[config.mk]
export PLATFORM = sky130hd
export DESIGN_NAME = vcve2_vlsu_seq_flat
export DESIGN_NICKNAME = d
export VERILOG_FILES = /design/src/rtl/vcve2_vlsu_seq_if.sv /design/src/rtl/vcve2_vlsu_seq.sv /design/src/flat_wrapper.sv
export SDC_FILE = /design/constraint.sdc
export NUM_CORES = 1
export LEC_CHECK = 0
export BUFFER_PORTS_ARGS = -buffer_cell sky130_fd_sc_hd__buf_2
export CAP_MARGIN = 20
export CORE_ASPECT_RATIO = 0.6
export CORE_MARGIN = 3
export CORE_UTILIZATION = 44
export DETAILED_ROUTE_END_ITERATION = 16
export PLACE_DENSITY = 0.76
export SYNTH_ARGS = -nofsm -noshare
export SYNTH_HDL_FRONTEND = slang
export SYNTH_SLANG_ARGS = --single-unit
export TNS_END_PERCENT = 10
[constraint.sdc]
create_clock -name clk_i -period 2.66 [get_ports clk_i]
set_input_delay 0.532 -clock clk_i [delete_from_list [all_inputs] [get_ports clk_i]]
set_output_delay 0.532 -clock clk_i [all_outputs]
set_load 0.005 [all_outputs]
[src/rtl/vcve2_vlsu_seq_if.sv]
// VRF data port of the vector load/store sequencer: OBI-style request/grant
// with in-order responses, feeding the data-memory switch.
interface vcve2_vlsu_seq_if;
  logic        data_req;
  logic        data_gnt;
  logic        data_rvalid;
  logic        data_we;
  logic [3:0]  data_be;
  logic [31:0] data_addr;
  logic [31:0] data_wdata;
  logic [31:0] data_rdata;
  logic        data_err;

  modport master (
    output data_req, data_we, data_be, data_addr, data_wdata,
    input  data_gnt, data_rvalid, data_rdata, data_err
  );

  modport slave (
    input  data_req, data_we, data_be, data_addr, data_wdata,
    output data_gnt, data_rvalid, data_rdata, data_err
  );
endinterface

[src/rtl/vcve2_vlsu_seq.sv]
// Vector load/store sequencer: expands one strided vector memory command into
// a stream of 32-bit word transactions and tags load responses with their index.
module vcve2_vlsu_seq #(
  parameter int unsigned MaxOutstanding = 2
) (
  input  logic        clk_i,
  input  logic        rst_ni,
  input  logic        start_i,
  input  logic        is_store_i,
  input  logic [31:0] base_addr_i,
  input  logic [31:0] stride_i,
  input  logic [7:0]  num_words_i,
  output logic        busy_o,
  output logic        done_o,
  output logic        err_o,
  input  logic        st_valid_i,
  input  logic [31:0] st_data_i,
  output logic        st_ready_o,
  output logic        ld_valid_o,
  output logic [31:0] ld_data_o,
  output logic [7:0]  ld_idx_o,
  vcve2_vlsu_seq_if.master vrf_data
);

  typedef enum logic [1:0] {IDLE, ISSUE, DRAIN} state_e;

  localparam logic [2:0] MaxOut = 3'(MaxOutstanding);

  state_e      state_q, state_d;
  logic [31:0] addr_q, stride_q;
  logic [7:0]  issued_q, rcvd_q, num_q, rcvd_d;
  logic [2:0]  outst_q, outst_d;
  logic        store_q, err_q, done_q;
  logic        start_ok, start_cmd, hs, rsp, last_hs;

  assign start_ok  = (state_q == IDLE) && start_i;
  assign start_cmd = start_ok && (num_words_i != 8'd0);
  assign hs        = vrf_data.data_req && vrf_data.data_gnt;
  assign last_hs   = hs && (issued_q == num_q - 8'd1);
  // Responses with nothing outstanding (e.g. after a mid-command reset) are dropped.
  assign rsp       = vrf_data.data_rvalid && (outst_q != 3'd0);
  assign rcvd_d    = rsp ? rcvd_q + 8'd1 : rcvd_q;

  always_comb begin
    outst_d = outst_q;
    if (hs && !rsp)      outst_d = outst_q + 3'd1;
    else if (!hs && rsp) outst_d = outst_q - 3'd1;
  end

  always_ff @(posedge clk_i or negedge rst_ni) begin
    if (!rst_ni) state_q <= IDLE;
    else         state_q <= state_d;
  end

  // Drain exit looks at next-cycle counts so done follows the final rvalid by one cycle.
  always_comb begin
    state_d = state_q;
    unique case (state_q)
      IDLE:    if (start_cmd) state_d = ISSUE;
      ISSUE:   if (last_hs) state_d = DRAIN;
      DRAIN:   if ((outst_d == 3'd0) && (rcvd_d == num_q)) state_d = IDLE;
      default: state_d = IDLE;
    endcase
  end

  always_comb begin
    vrf_data.data_req   = 1'b0;
    vrf_data.data_we    = 1'b0;
    vrf_data.data_be    = 4'hF;
    vrf_data.data_addr  = addr_q;
    vrf_data.data_wdata = 32'h0;
    busy_o              = (state_q != IDLE);
    if (state_q != IDLE) vrf_data.data_we = store_q;
    if (state_q == ISSUE) begin
      vrf_data.data_req = (outst_q < MaxOut) && (!store_q || st_valid_i);
      if (store_q) vrf_data.data_wdata = st_data_i;
    end
  end

  assign st_ready_o = hs && store_q;
  assign ld_valid_o = rsp && !store_q;
  assign ld_data_o  = ld_valid_o ? vrf_data.data_rdata : 32'h0;
  assign ld_idx_o   = ld_valid_o ? rcvd_q : 8'h0;
  assign done_o     = done_q;
  assign err_o      = err_q;

  always_ff @(posedge clk_i or negedge rst_ni) begin
    if (!rst_ni) begin
      addr_q   <= 32'h0;
      stride_q <= 32'h0;
      num_q    <= 8'h0;
      store_q  <= 1'b0;
      issued_q <= 8'h0;
      rcvd_q   <= 8'h0;
      outst_q  <= 3'h0;
    end else if (start_cmd) begin
      addr_q   <= base_addr_i;
      stride_q <= stride_i;
      num_q    <= num_words_i;
      store_q  <= is_store_i;
      issued_q <= 8'h0;
      rcvd_q   <= 8'h0;
      outst_q  <= 3'h0;
    end else begin
      if (hs) begin
        addr_q   <= addr_q + stride_q;
        issued_q <= issued_q + 8'd1;
      end
      rcvd_q  <= rcvd_d;
      outst_q <= outst_d;
    end
  end

  always_ff @(posedge clk_i or negedge rst_ni) begin
    if (!rst_ni) begin
      err_q  <= 1'b0;
      done_q <= 1'b0;
    end else begin
      done_q <= ((state_q == DRAIN) && (state_d == IDLE)) ||
                (start_ok && (num_words_i == 8'd0));
      if (start_ok)                       err_q <= 1'b0;
      else if (rsp && vrf_data.data_err)  err_q <= 1'b1;
    end
  end

endmodule

[src/flat_wrapper.sv]
// flat-port wrapper written by rule: the top's interface ports become plain ports
module vcve2_vlsu_seq_flat 
#(
  parameter int unsigned MaxOutstanding = 2
)
  (clk_i, rst_ni, start_i, is_store_i, base_addr_i, stride_i, num_words_i, busy_o, done_o, err_o, st_valid_i, st_data_i, st_ready_o, ld_valid_o, ld_data_o, ld_idx_o, vrf_data_data_req, vrf_data_data_we, vrf_data_data_be, vrf_data_data_addr, vrf_data_data_wdata, vrf_data_data_gnt, vrf_data_data_rvalid, vrf_data_data_rdata, vrf_data_data_err);
  vcve2_vlsu_seq_if vrf_data_i ();
  input  logic clk_i;
  input  logic rst_ni;
  input  logic start_i;
  input  logic is_store_i;
  input  logic [31:0] base_addr_i;
  input  logic [31:0] stride_i;
  input  logic [7:0] num_words_i;
  output logic busy_o;
  output logic done_o;
  output logic err_o;
  input  logic st_valid_i;
  input  logic [31:0] st_data_i;
  output logic st_ready_o;
  output logic ld_valid_o;
  output logic [31:0] ld_data_o;
  output logic [7:0] ld_idx_o;
  output wire logic [$bits(vrf_data_i.data_req)-1:0] vrf_data_data_req;
  output wire logic [$bits(vrf_data_i.data_we)-1:0] vrf_data_data_we;
  output wire logic [$bits(vrf_data_i.data_be)-1:0] vrf_data_data_be;
  output wire logic [$bits(vrf_data_i.data_addr)-1:0] vrf_data_data_addr;
  output wire logic [$bits(vrf_data_i.data_wdata)-1:0] vrf_data_data_wdata;
  input wire logic [$bits(vrf_data_i.data_gnt)-1:0] vrf_data_data_gnt;
  input wire logic [$bits(vrf_data_i.data_rvalid)-1:0] vrf_data_data_rvalid;
  input wire logic [$bits(vrf_data_i.data_rdata)-1:0] vrf_data_data_rdata;
  input wire logic [$bits(vrf_data_i.data_err)-1:0] vrf_data_data_err;
  assign vrf_data_data_req = vrf_data_i.data_req;
  assign vrf_data_data_we = vrf_data_i.data_we;
  assign vrf_data_data_be = vrf_data_i.data_be;
  assign vrf_data_data_addr = vrf_data_i.data_addr;
  assign vrf_data_data_wdata = vrf_data_i.data_wdata;
  assign vrf_data_i.data_gnt = vrf_data_data_gnt;
  assign vrf_data_i.data_rvalid = vrf_data_data_rvalid;
  assign vrf_data_i.data_rdata = vrf_data_data_rdata;
  assign vrf_data_i.data_err = vrf_data_data_err;
  vcve2_vlsu_seq #(.MaxOutstanding(MaxOutstanding)) u_core (.clk_i(clk_i), .rst_ni(rst_ni), .start_i(start_i), .is_store_i(is_store_i), .base_addr_i(base_addr_i), .stride_i(stride_i), .num_words_i(num_words_i), .busy_o(busy_o), .done_o(done_o), .err_o(err_o), .st_valid_i(st_valid_i), .st_data_i(st_data_i), .st_ready_o(st_ready_o), .ld_valid_o(ld_valid_o), .ld_data_o(ld_data_o), .ld_idx_o(ld_idx_o), .vrf_data(vrf_data_i));
endmodule
Word-level counts from Yosys, hierarchy flattened --
Index checks and enable logic that the tools add are counted.
Cells by class: add/sub/neg operators 6, order comparisons 1, eq/ne operators 4, mux-type cells 21, reduce and logical (&&, ||, !) cells 28
Operator list (count):
- $mux 32 | 5
- $mux 8 | 5
- $add 32x32->32 | 1
- $add 8x1->8 const B | 2
- $eq 8x8->1 | 2
- $logic_and 1x1->1 | 14
- $mux 3 | 3
- $logic_not 8->1 | 1
- $reduce_bool 8->1 | 1
- $sub 8x1->8 const B | 1
- $mux 2 | 3
- $pmux 2 s3 | 1
- $reduce_bool 2->1 | 3
- $logic_not 2->1 | 2
- $mux 1 | 4
- $add 3x1->3 const B | 1
- $logic_not 1->1 | 3
- $logic_not 3->1 | 1
- $lt 3x2->1 const B | 1
- $reduce_bool 3->1 | 1
- $sub 3x1->3 const B | 1
- $eq 2x1->1 const B | 1
- $eq 2x2->1 const B | 1
- $logic_or 1x1->1 | 2
Storage, ports and cells: register bits after elaboration 96, bits of input ports 144, output and inout bits 115, word-level logic and storage cells 70

Longest topological paths before layout --
depth after elaboration 16, mapped depth 12, gate-level depth less buffers 12

Least setup slack after synthesis --
Ideal clock, no wire load.
kind register -> register, from reg u_core.addr_q[0], in the netlist u_core.vrf_data.data_addr[0], to reg u_core.addr_q[28], in the netlist u_core.vrf_data.data_addr[28], library setup time 0.132 ns, arrival 2.500 ns, data required time 2.528 ns, path slack 0.028 ns, cell stages (with the launch flop) 13, path buffers 0, clock period less this slack 2.632 ns, path through dfrtp_1 -> ha_1 -> inv_1 -> fa_1 -> nor2b_1 -> o31a_1 -> o211ai_1 -> a31oi_1 -> o21ai_1 -> a2111oi_1 -> o22ai_1 -> xor2_1 -> o21ai_1
On the way: cells in the longest elaborated chain, start to end 3
RTL lines:
- start: declaration | RTL line vcve2_vlsu_seq.sv:30 | logic [31:0] addr_q, stride_q;
- start signal: assignment | RTL line vcve2_vlsu_seq.sv:97 | addr_q <= base_addr_i;
- start signal: assignment | RTL line vcve2_vlsu_seq.sv:106 | addr_q <= addr_q + stride_q;
- $add 32x32->32 | RTL line vcve2_vlsu_seq.sv:106
- $mux 32 | RTL line vcve2_vlsu_seq.sv:105 | if (hs) begin
- $mux 32 | RTL line vcve2_vlsu_seq.sv:96 | end else if (start_cmd) begin
No other way between the ends. The select of a mux whose other input is x is not followed. A chain may end at the register's enable or synchronous reset.

Worst setup path in the final report --
from reg u_core.addr_q[0], in the netlist u_core.vrf_data.data_addr[0], to reg u_core.addr_q[24], in the netlist u_core.vrf_data.data_addr[24]
The elaborated chain is that of the path after synthesis.

==> out/results.txt <==
routed via count -> 6,700
Die Width -> 164 um
most frequent cells in the layout -> buf_2, nand2_1, dfrtp_1, buf_4, nor2_1
Max stage delay on crit path -> 0.39 ns
Detail Route Antenna Nets -> 0
PwrDens -> 1360 nW/um^2
gpl congestion -> 0.943
CTS Sinks -> 96
period utilisation layout -> 104%
fin util -> 63.0%
cell count along the critical path -> 13
synth-to-layout area growth -> 35.8%
Hold Crit Class -> input pin to async pin
CP most frequent cell -> buf_4
delay-heaviest family, CP -> compound AO/OA/AOI/OAI gates
minimum clock period -> 2.76 ns
Bufs on Longest Clock Path -> 2
RR Endpoint -> u_core.vrf_data.data_addr[24]$_DFFE_PN0P_
Primary FF master, synth -> dfrtp_1
IO Pins -> 259
WL final -> 21,500 um
Final setup viols -> 6
row count -> 33
Slew @ Worst Pin -> 0.575 ns
first-pass GRT wire length -> 32,300 um
Die Height -> 101 um
CP startpoint kind -> flop
die area -> 16,400 sq um
GRT Residual Overflow -> 0
status -> finished, violations left
Setup CP Type -> flop to flop
largest net degree at the start of global routing -> 54
placed cells -> 1,245
htree depth -> 3
detailed placement HPWL -> 16,400 um
cell count after synthesis -> 790
IO Port Bufs -> 254
Clk Latency, worst-skew pair -> 0.34 ns
vias in the first global route -> 5,949
core region area -> 14,100 sq um
Tot GR Track Use -> 24.9%
Peak VDD IR -> 573 uV
CP required -> 2.87 ns
Avg Cell Area, Syn -> 8.29 sq um
worst-path maximum fanout -> 3
slew margin rel. -> 61.7%
leakage power -> 4.73 nW
vias per inst -> 5.30
Yosys cell types -> 61
initial antenna violation count -> 0
post-synthesis instance area -> 6550 sq um
EDFF count, synth -> 0
Reg clk slew, reported paths -> 0.07 ns
wire length per cell -> 17.0 um
Crit path arrival time -> 2.97 ns
Peak Freq -> 363 MHz
#FFs+latches synth -> 96
Initial DRC Count -> 635
RSZ-0062 raised after global routing -> yes
starting density of the core -> 46.4%
clk root buf -> clkbuf_16
Buffers & Inverters on Critical Path -> 3
asr flop ratio synth -> 100%
CP endpoint kind -> flop
Slew Viols, Final -> 0
commonest non-fill, non-tap cell in the layout -> buf_2
drc violations -> 0
crit-path cells -> ha_2 > inv_2 > fa_2 > nor2b_2 > o31a_1 > o211ai_1 > a31oi_2 > buf_4 > o41ai_4 > buf_4 > o21ai_2 > xnor2_1 > o21ai_1
share of layout cells above drive strength 1 -> 34.4%
CTS tree -> done
Hold Vio Cnt, Final -> 0
Max-Cap Viols -> 0
final worst slack -> -0.0970 ns
FF-to-FF Start -> u_core.vrf_data.data_addr[0]$_DFFE_PN0P_
fin nets -> 1,250
post-synthesis sequential area ratio -> 36.7%
failing checks -> setup timing
Clock Skews -> 0.00757 ns
Hold Slack -> 0.178 ns
DRT Pass-1 Iters -> 5
TritonCTS buffer count -> 9
R2R setup slack -> -0.1 ns
post-route insts no fill -> 1,265
total number of yosys warnings -> 0
worst r2r path cells -> 13
# diodes -> 0
Slowest cell on crit path -> dfrtp_1
-- kinds of logic (layout without fill, tap and decap cells) --
kind of cell	count (synthesis)	after routing	share of synthesized area [%]
xor+xnor	60	60	8.23
fa+ha+maj	38	38	7.37
simple gates	342	342	25.0
flops	96	96	36.7
buf+inv	69	349	4.28
other cells	1	4	0.0572
mux	3	3	0.687
compound gates	181	181	17.7
-- report_power, final --
group          switching (mW)  internal [mW]  total [mW]
sequential              0.640           2.12        2.76
combinational            4.30           3.66        7.96
clock                   0.582          0.830        1.41
total                    5.52           6.61        12.1
-- layout make-up --
cell class / count / area (sq um)
Clock buffer: 10 / 229
Fill cell: 1230 / 5220
Tap cell: 192 / 240
Timing Repair Buffer: 310 / 1730
Clock inverter: 6 / 91.3
Inverter: 23 / 86.3
Sequential cell: 96 / 2400
Multi-Input combinational cell: 628 / 4120
-- routing by layer --
| metal | wire length [um] | GRT usage, % | share of wire [%] |
|---|---|---|---|
| met2 | 8870 | 33.3 | 41 |
| met4 | 126 | 2.92 | 0.59 |
| met3 | 1560 | 4.56 | 7.3 |
| met5 | 0 | 0 | 0 |
| met1 | 10900 | 41.9 | 51 |
-- synth_stat cells, types with 5 or more instances --
library cell,count,area (sq um)
nand2_1,150,563
a22oi_1,16,120
nor3_1,8,40.0
o21ai_0,22,110
a31oi_1,10,62.6
xor2_1,25,219
and3_1,47,294
nand4_1,8,50.1
o22ai_1,10,62.6
clkbuf_1,36,135
ha_1,37,463
and2_1,36,225
xnor2_1,34,298
o21a_1,6,45.0
o21ai_1,20,100
or3_1,5,31.3
nor2_1,54,203
a21o_1,16,120
buf_2,5,25.0
nand3_1,17,85.1
a21oi_1,52,260
inv_1,23,86.3
dfrtp_1,96,2400
-- flip-flops by register name, summed over array words and instances (netlist names) --
| signal | count |
|---|---|
| u_core.done_o | 1 |
| u_core.err_o | 1 |
| u_core.issued_q | 8 |
| u_core.num_q | 8 |
| u_core.outst_q | 3 |
| u_core.rcvd_q | 8 |
| u_core.state_q | 2 |
| u_core.store_q | 1 |
| u_core.stride_q | 32 |
| u_core.vrf_data.data_addr | 32 |
-- what timing repair did --
item	4_1_cts	5_1_grt
endpoints found under the hold margin	0	0
hold buffers	0	0
pin swaps	5	9
buffers inserted	0	4
gates resized for setup	15	26
endpoints found under the setup margin	52	41
-- worst max path at each step --
stage | startpoint | end | slack [ns]
floorplan | u_core.vrf_data.data_addr[0]$_DFFE_PN0P_ | u_core.vrf_data.data_addr[28]$_DFFE_PN0P_ | 0.03
global placement | u_core.vrf_data.data_addr[0]$_DFFE_PN0P_ | u_core.vrf_data.data_addr[28]$_DFFE_PN0P_ | -0.23
detailed placement | u_core.vrf_data.data_addr[0]$_DFFE_PN0P_ | u_core.vrf_data.data_addr[28]$_DFFE_PN0P_ | -0.28
CTS | u_core.vrf_data.data_addr[0]$_DFFE_PN0P_ | u_core.vrf_data.data_addr[24]$_DFFE_PN0P_ | -0.02
global route | u_core.vrf_data.data_addr[0]$_DFFE_PN0P_ | u_core.vrf_data.data_addr[26]$_DFFE_PN0P_ | -0.22
finish | u_core.vrf_data.data_addr[0]$_DFFE_PN0P_ | u_core.vrf_data.data_addr[24]$_DFFE_PN0P_ | -0.1
-- per-stage QoR --
stage          instance area, sq um  total power, mW  setup TNS (ns)  worst slack (ns)
2_1_floorplan                  6560             7.45               0            0.0279
3_3_place_gp                   8310             9.87          -0.380            -0.227
3_5_place_dp                   8310             9.99          -0.819            -0.278
4_1_cts                        8720             11.6         -0.0312           -0.0170
5_1_grt                        8900             13.1           -1.25            -0.219
6_report                       8900             12.1          -0.272           -0.0970
Power figures use the tool's default switching activity.
